### src/rtl/seq_median_sorter_if.sv
// Handshake bundle for the sequential median sorter: a sample input stream
// and a sorted output stream with the frame median alongside.
interface seq_median_sorter_if #(
  parameter int WIDTH = 6
);
  logic             in_valid;
  logic             in_ready;
  logic [WIDTH-1:0] in_num;
  logic             in_mode;
  logic             out_valid;
  logic             out_ready;
  logic [WIDTH-1:0] out_num;
  logic [WIDTH-1:0] out_median;
  logic             out_last;

  // Sample source / result sink side
  modport master (
    output in_valid, in_num, in_mode, out_ready,
    input  in_ready, out_valid, out_num, out_median, out_last
  );

  // Sorter side
  modport slave (
    input  in_valid, in_num, in_mode, out_ready,
    output in_ready, out_valid, out_num, out_median, out_last
  );
endinterface

### src/rtl/seq_median_sorter.sv
// Sequential median sorter: collects DEPTH samples, insertion-sorting each one
// on arrival, then streams the sorted frame (ascending or descending) while
// presenting the median.
module seq_median_sorter #(
  parameter  int WIDTH = 6,
  parameter  int DEPTH = 5,
  localparam int CNT_W = $clog2(DEPTH + 1)
) (
  input  logic              clk,
  input  logic              rst,
  seq_median_sorter_if.slave bus
);

  localparam int MED_IDX = (DEPTH - 1) / 2;

  typedef enum logic {COLLECT, OUTPUT} state_t;

  state_t                       state_reg, state_next;
  logic [CNT_W-1:0]             count_reg;
  logic [CNT_W-1:0]             out_idx_reg;
  logic                         mode_q_reg;
  logic [DEPTH-1:0][WIDTH-1:0]  sort_buf_reg;
  logic [DEPTH-1:0][WIDTH-1:0]  sort_buf_next;
  logic [DEPTH-1:0]             gt;
  logic [CNT_W-1:0]             rd_idx;
  logic                         accept;
  logic                         out_fire;
  logic                         is_last;

  assign accept   = bus.in_valid && (state_reg == COLLECT);
  assign out_fire = (state_reg == OUTPUT) && bus.out_ready;
  assign is_last  = (out_idx_reg == CNT_W'(DEPTH - 1));

  // Parallel compare-and-shift insertion. gt marks occupied entries strictly
  // greater than the new sample; since the buffer is ascending, gt is a
  // contiguous run from the insertion point upward, and equal entries stay
  // below the new value so ties keep arrival order.
  genvar gi;
  generate
    for (gi = 0; gi < DEPTH; gi++) begin : g_ins
      assign gt[gi] = (CNT_W'(gi) < count_reg) && (sort_buf_reg[gi] > bus.in_num);
      if (gi == 0) begin : g_first
        assign sort_buf_next[gi] = ((count_reg != '0) && !gt[gi]) ? sort_buf_reg[gi]
                                                                  : bus.in_num;
      end else begin : g_rest
        assign sort_buf_next[gi] =
          (((CNT_W'(gi) < count_reg) && !gt[gi]) || (CNT_W'(gi) > count_reg)) ? sort_buf_reg[gi] :
          (!gt[gi-1])                                                         ? bus.in_num :
                                                                                sort_buf_reg[gi-1];
      end
    end
  endgenerate

  // Descending order simply reads the ascending buffer from the top.
  assign rd_idx = mode_q_reg ? (CNT_W'(DEPTH - 1) - out_idx_reg) : out_idx_reg;

  assign bus.in_ready   = (state_reg == COLLECT);
  assign bus.out_valid  = (state_reg == OUTPUT);
  assign bus.out_num    = (state_reg == OUTPUT) ? sort_buf_reg[rd_idx]  : '0;
  assign bus.out_median = (state_reg == OUTPUT) ? sort_buf_reg[MED_IDX] : '0;
  assign bus.out_last   = (state_reg == OUTPUT) && is_last;

  // State register
  always_ff @(posedge clk) begin
    if (rst) state_reg <= COLLECT;
    else     state_reg <= state_next;
  end

  // Next-state decode: full frame -> OUTPUT, last output handshake -> COLLECT
  always_comb begin
    state_next = state_reg;
    case (state_reg)
      COLLECT: if (accept && (count_reg == CNT_W'(DEPTH - 1))) state_next = OUTPUT;
      OUTPUT:  if (out_fire && is_last) state_next = COLLECT;
      default: state_next = COLLECT;
    endcase
  end

  // Datapath: buffer insertion, counters and captured output order
  always_ff @(posedge clk) begin
    if (rst) begin
      count_reg    <= '0;
      out_idx_reg  <= '0;
      mode_q_reg   <= 1'b0;
      sort_buf_reg <= '0;
    end else if (accept) begin
      sort_buf_reg <= sort_buf_next;
      count_reg    <= count_reg + CNT_W'(1);
      if (count_reg == '0) mode_q_reg <= bus.in_mode;
    end else if (out_fire) begin
      if (is_last) begin
        out_idx_reg <= '0;
        count_reg   <= '0;
      end else begin
        out_idx_reg <= out_idx_reg + CNT_W'(1);
      end
    end
  end

endmodule
### src/flat_wrapper.sv
// flat-port wrapper written by rule: the top's interface ports become plain ports
module seq_median_sorter_flat 
#(
  parameter  int WIDTH = 6,
  parameter  int DEPTH = 5,
  localparam int CNT_W = $clog2(DEPTH + 1)
)
  (clk, rst, bus_in_valid, bus_in_num, bus_in_mode, bus_out_ready, bus_in_ready, bus_out_valid, bus_out_num, bus_out_median, bus_out_last);
  seq_median_sorter_if #(.WIDTH(WIDTH)) bus_i ();
  input  logic clk;
  input  logic rst;
  input wire logic [$bits(bus_i.in_valid)-1:0] bus_in_valid;
  input wire logic [$bits(bus_i.in_num)-1:0] bus_in_num;
  input wire logic [$bits(bus_i.in_mode)-1:0] bus_in_mode;
  input wire logic [$bits(bus_i.out_ready)-1:0] bus_out_ready;
  output wire logic [$bits(bus_i.in_ready)-1:0] bus_in_ready;
  output wire logic [$bits(bus_i.out_valid)-1:0] bus_out_valid;
  output wire logic [$bits(bus_i.out_num)-1:0] bus_out_num;
  output wire logic [$bits(bus_i.out_median)-1:0] bus_out_median;
  output wire logic [$bits(bus_i.out_last)-1:0] bus_out_last;
  assign bus_i.in_valid = bus_in_valid;
  assign bus_i.in_num = bus_in_num;
  assign bus_i.in_mode = bus_in_mode;
  assign bus_i.out_ready = bus_out_ready;
  assign bus_in_ready = bus_i.in_ready;
  assign bus_out_valid = bus_i.out_valid;
  assign bus_out_num = bus_i.out_num;
  assign bus_out_median = bus_i.out_median;
  assign bus_out_last = bus_i.out_last;
  seq_median_sorter #(.WIDTH(WIDTH), .DEPTH(DEPTH)) u_core (.clk(clk), .rst(rst), .bus(bus_i));
endmodule
### config.mk
export PLATFORM = sky130hd
export DESIGN_NAME = seq_median_sorter_flat
export DESIGN_NICKNAME = d
export VERILOG_FILES = /design/src/rtl/seq_median_sorter_if.sv /design/src/rtl/seq_median_sorter.sv /design/src/flat_wrapper.sv
export SDC_FILE = /design/constraint.sdc
export NUM_CORES = 1
export LEC_CHECK = 0
export CAP_MARGIN = 20
export CORE_MARGIN = 1
export CORE_UTILIZATION = 30
export DETAILED_ROUTE_END_ITERATION = 6
export PLACE_DENSITY = 0.48
export SLEW_MARGIN = 0
export SYNTH_ARGS = -nofsm -noshare
export SYNTH_HDL_FRONTEND = slang
export SYNTH_SLANG_ARGS = --single-unit
### constraint.sdc
create_clock -name clk -period 2.6 [get_ports clk]
set_input_delay 0.39 -clock clk [delete_from_list [all_inputs] [get_ports clk]]
set_output_delay 0.39 -clock clk [all_outputs]
set_load 0.03 [all_outputs]
Word-level counts from Yosys, hierarchy flattened. Cells that the tools add are included.

Add/sub/neg operators: 3. $lt $le $gt $ge: 15. Eq/ne operators: 2. Mux-type cells: 16. Bitwise gates (word level): 7. Reduce and logical (&&, ||, !) cells: 36.

Operators with widths (number): $mux 6 (7); $gt 6x6->1 (5); $bmux 6 s3 (1); $reduce_and 2->1 (8); $logic_and 1x1->1 (15); $mux 3 (5); $not 1->1 (7); $add 3x1->3 const B (2); $eq 3x3->1 const B (2); $gt 2x3->1 const A (2); $lt 1x3->1 const A (2); $lt 2x3->1 const A (2); $logic_not 1->1 (5); $logic_or 1x1->1 (4); $lt 3x4->1 const B (1); $reduce_bool 2->1 (2); $gt 1x3->1 const A (1); $gt 3x3->1 const A (1); $logic_not 3->1 (1); $lt 3x3->1 const A (1); $reduce_bool 3->1 (1); $sub 3x3->3 const A (1); $mux 1 (2); $pmux 1 s2 (1).

Register bits after elaboration: 38. Bits of input ports: 11. Output and inout port bits: 15. Logic and storage cells: 88.

Longest topological paths before layout.
Depth after elaboration: 7. Depth in mapped cells: 8. Gate-level depth less buffers: 7.

Worst setup path before layout. OpenSTA, ideal clock, no wires.

Kind: register to output. Start point: reg u_core.out_idx_reg[0]. End point: out bus_out_num[1]. Arrival: 2.431 ns. Data required time: 2.210 ns. Path slack: -0.221 ns. Cell stages (with the launch flop): 9. Path buffers: 2. Cells stage by stage: dfxtp_1 > clkbuf_1 > inv_1 > ha_1 > mux2i_1 > and2_0 > buf_2 > nand3_1 > a21oi_1.

Longest elaborated chain between the ends: 5.

Ends and longest elaborated chain: from (decl) (line seq_median_sorter.sv:20) `logic [CNT_W-1:0] out_idx_reg;`; from (signal assigned) (line seq_median_sorter.sv:95) `out_idx_reg <= out_idx_reg + CNT_W'(1);`; $sub 3x3->3 (line seq_median_sorter.sv:55) `assign rd_idx = mode_q_reg ? (CNT_W'(DEPTH - 1) - out_idx_reg) : out_idx_reg;`; $mux 3 (*) (line seq_median_sorter.sv:55); $bmux 6 s3 (*) (line seq_median_sorter.sv:59) `assign bus.out_num = (state_reg == OUTPUT) ? sort_buf_reg[rd_idx] : '0;`; $mux 6 (not written as such) (*) (line seq_median_sorter.sv:59); $mux 6 (*) (line seq_median_sorter.sv:59); to (decl) (line flat_wrapper.sv:18) `output wire logic [$bits(bus_i.out_num)-1:0] bus_out_num;`.

Mark *: on every way between the ends. The rest lies on a longest branch, timed or not. The select of a mux whose other input is x is not followed.

Final worst setup path.
Start point: reg u_core.out_idx_reg[1]. End point: out bus_out_num[0].

The elaborated chain is that of the path after synthesis.

==> flow_metrics.env <==
export IMPL_synth_distinct_cells=49
export IMPL_grt_antenna_before_repair=0
export IMPL_rows=36
export IMPL_p_sw_uw=416
export IMPL_min_from="u_core.sort_buf_reg[2]"
export IMPL_worstHoldEndpoint="u_core.sort_buf_reg[2]"
export IMPL_cpPeakStageDelay_ns=0.39
export IMPL_totalWireLength_um=9550
export IMPL_drtIter0Drc=145
export IMPL_hold_path_class="flip-flop to flip-flop"
export IMPL_cts_inserted_buffers=5
export IMPL_syn_area_per_cell_um2=8.94
export IMPL_dp_cells=509
export IMPL_syn_area_um2=3080
export IMPL_end_kind="output port"
export IMPL_post_route_util_pct=37.6
export IMPL_worst_setup_path_start_kind="flip-flop"
export IMPL_clock_latency_ns=0.30
export IMPL_ios=26
export IMPL_synth_top_area_share_pct=24.7
export IMPL_path_common_cell="buf_4"
export IMPL_p_total_uw=1340
export IMPL_reg2reg_setup_slack_ns=0.63
export IMPL_pwr_density_cell_nw_per_um2=362
export IMPL_fmax_mhz=414
export IMPL_yosysWarnings=0
export IMPL_p_sw_share_pct=31.0
export IMPL_fillCellCount=999
export IMPL_ys_seq_elements=38
export IMPL_drtAntennaViolNets=0
export IMPL_overflow=0
export IMPL_hold_buffers=0
export IMPL_design_area_um2=3710
export IMPL_drc=0
export IMPL_path_cells="inv_1 > ha_1 > mux2i_1 > buf_4 > mux4_2 > nand2_1 > a21oi_2 > buf_4"
export IMPL_dp_hpwl_um=7340
export IMPL_cts_root_buf="clkbuf_8"
export IMPL_finalClockSkew_ns=0.00903
export IMPL_clkSinkCount=38
export IMPL_core_area_um2=9860
export IMPL_slew_violations=0
export IMPL_track_usage_pct=19.0
export IMPL_synth_edff_count=0
export IMPL_num_antenna_cells=0
export IMPL_outcome="complete, no violations"
export IMPL_die_h_um=103
export IMPL_grt_max_degree=27
export IMPL_power_leakage_uw=0.00141
export IMPL_synth_ff_type="dfxtp_1"
export IMPL_rsz0062_at_grt="false"
export IMPL_worstHoldPathCells=2
export IMPL_ys_seq_area_share_pct=24.7
export IMPL_p_clk_share_pct=33.5
export IMPL_firstDrtPassIters=4
export IMPL_period_needed_ns=2.42
export IMPL_setup_viol=0
export IMPL_layoutNonFillerInstCount=517
export IMPL_worstPathRequired_ns=2.21
export IMPL_htreeDepth=2
export IMPL_post_route_period_util_pct=93.0
export IMPL_synth_most_common_cell="a21oi_1"
export IMPL_critPathArrivalTime_ns=2.03
export IMPL_hold_violations=0
export IMPL_crit_slowest_cell="dfxtp_1"
export IMPL_grt_pass1_vias=2610
export IMPL_power_frac_seq_pct=46.6
export IMPL_wl_per_cell_um=18.5
export IMPL_clk_path_buf_depth=2
export IMPL_cp_num_buf_inv=3
export IMPL_numPortBuffers=25
export IMPL_die_w_um=103
export IMPL_power_frac_comb_pct=20.0
export IMPL_tightest_slew_ns=0.599
export IMPL_critical_path_class="flip-flop to output port"
export IMPL_synth_nets=392
export IMPL_vdd_ir_drop_max_mv=0.174
export IMPL_cts_tree="built"
export IMPL_p_int_uw=927
export IMPL_synth_largest_area_cell="dfxtp_1"
export IMPL_vias_per_cell=5.29
export IMPL_cp_top_family="multiplexers"
export IMPL_slew_headroom_pct=59.8
export IMPL_crit_fanout=6
export IMPL_syn_inst=345
export IMPL_nNetsFinal=430
export IMPL_largest_reg_flops=30
export IMPL_async_reset_ff_share_pct=0
export IMPL_ys_top_cells_by_area="dfxtp_1, ha_1, mux2i_1, a21oi_1, mux4_2"
export IMPL_timing_rr_start="u_core.sort_buf_reg[11]"
export IMPL_syn_to_final_growth_pct=20.3
export IMPL_fin_ws_ns=0.183
export IMPL_maxCapViolCount=0
export IMPL_vias=2733
export IMPL_gp_congestion=0.893
export IMPL_drive_above_1_share_pct=19.8
export IMPL_synthTopCellsByCount="a21oi_1, dfxtp_1, ha_1"
export IMPL_design_die_area_um2=10700
export IMPL_r2r_end="u_core.sort_buf_reg[14]"
export IMPL_grt_pass1_wl_um=14900
export IMPL_ff2ff_path_depth=6
export IMPL_initial_core_util_pct=31.3
export IMPL_preCtsSetupSlack_ns=-0.0482
export IMPL_clk_pin_slew_worst_paths_ns=0.08
export IMPL_placed_area_um2=3610
final cells by class:
cell class              instances  area [um2]  share of cell area (%)
well taps                     133         166                    4.48
clock buffers                   6        82.6                    2.23
clock inverters                 2        12.5                   0.337
inverters                      17        63.8                    1.72
repair buffers                 46         430                    11.6
flip-flops and latches         38         761                    20.5
multi-input cells             275        2190                    59.1
metal layers:
metal  up-vias  part of all wire [%]  track usage, %
li1       1344                     -               -
met1      1320                    48            26.6
met2        55                    46            29.5
met3        14                   3.5            2.89
met4         0                   2.2            6.61
met5         -                     0               0
metrics by stage:
stage | TNS (ns) | hold slack (ns)
3_5_place_dp | -0.301 | 0.506
4_1_cts | 0 | 0.521
6_report | 0 | 0.525
3_3_place_gp | -0.0534 | 0.498
5_1_grt | 0 | 0.574
2_1_floorplan | 0 | 0.461
how the worst max path moves through the flow:
stage	start	end	cells past startpoint
4_1_cts	u_core.out_idx_reg[1]	bus_out_num[0]	8
3_5_place_dp	bus_in_num[5]	u_core.sort_buf_reg[3]	8
5_1_grt	u_core.out_idx_reg[1]	bus_out_num[3]	7
3_3_place_gp	bus_in_num[5]	u_core.sort_buf_reg[14]	8
2_1_floorplan	u_core.out_idx_reg[0]	bus_out_num[1]	8
6_report	u_core.out_idx_reg[1]	bus_out_num[0]	8
placed cells by master (no fill, tap or decap), drive strengths merged, types with 2 or more instances in the layout:
cell,netlist,routed
nor3,6,6
buf,10,27
and2,11,11
nand3,9,9
mux2i,31,31
clkdlybuf4s50,0,19
or2,3,3
clkbuf,5,6
a21oi,43,43
dfxtp,38,38
ha,36,36
nor2b,5,5
a2bb2oi,2,2
nor2,25,25
o21a,2,2
clkinv,2,3
a32oi,3,3
o31ai,8,8
nand2,30,30
mux4,6,6
a211oi,10,10
a21o,3,3
o2111ai,2,2
o21bai,6,6
nand4,5,5
inv,15,15
o21ai,11,11
a31oi,7,7
cells by family (layout without fill, tap and decap cells):
group / Yosys count / after routing / share of synthesized area [%]
AO/OA/AOI/OAI: 101 / 101 / 25.3
XOR/XNOR: 1 / 1 / 0.284
adder cells (fa/ha/maj): 36 / 36 / 14.6
buffers and inverters: 32 / 71 / 5.03
flip-flops: 38 / 38 / 24.7
multiplexers: 38 / 38 / 14.8
AND/OR/NAND/NOR: 99 / 99 / 15.3
worst register-to-register path, stage by stage (launching register included):
cell and delay (ns):
dfxtp_1 0.38, ha_1 0.34, nand4_1 0.15, o21bai_1 0.26, a31oi_4 0.37, mux2i_1 0.26, a211oi_2 0.09
power groups by stage:
stage	Sequential, uW	Clock, uW	Combinational [uW]
after floorplan	625	0	175
after global placement	639	0	262
after detailed placement	639	0	265
after CTS	625	459	267
after global routing	628	492	294
final	626	449	268
timing repair:
| action | in CTS | in global routing |
|---|---|---|
| setup buffers | 0 | 0 |
| endpoints found under the hold margin | 0 | 0 |
| gates resized for setup | 0 | 1 |
| endpoints found under the setup margin | 0 | 1 |
No activity file was read; power rests on OpenSTA's default activity.
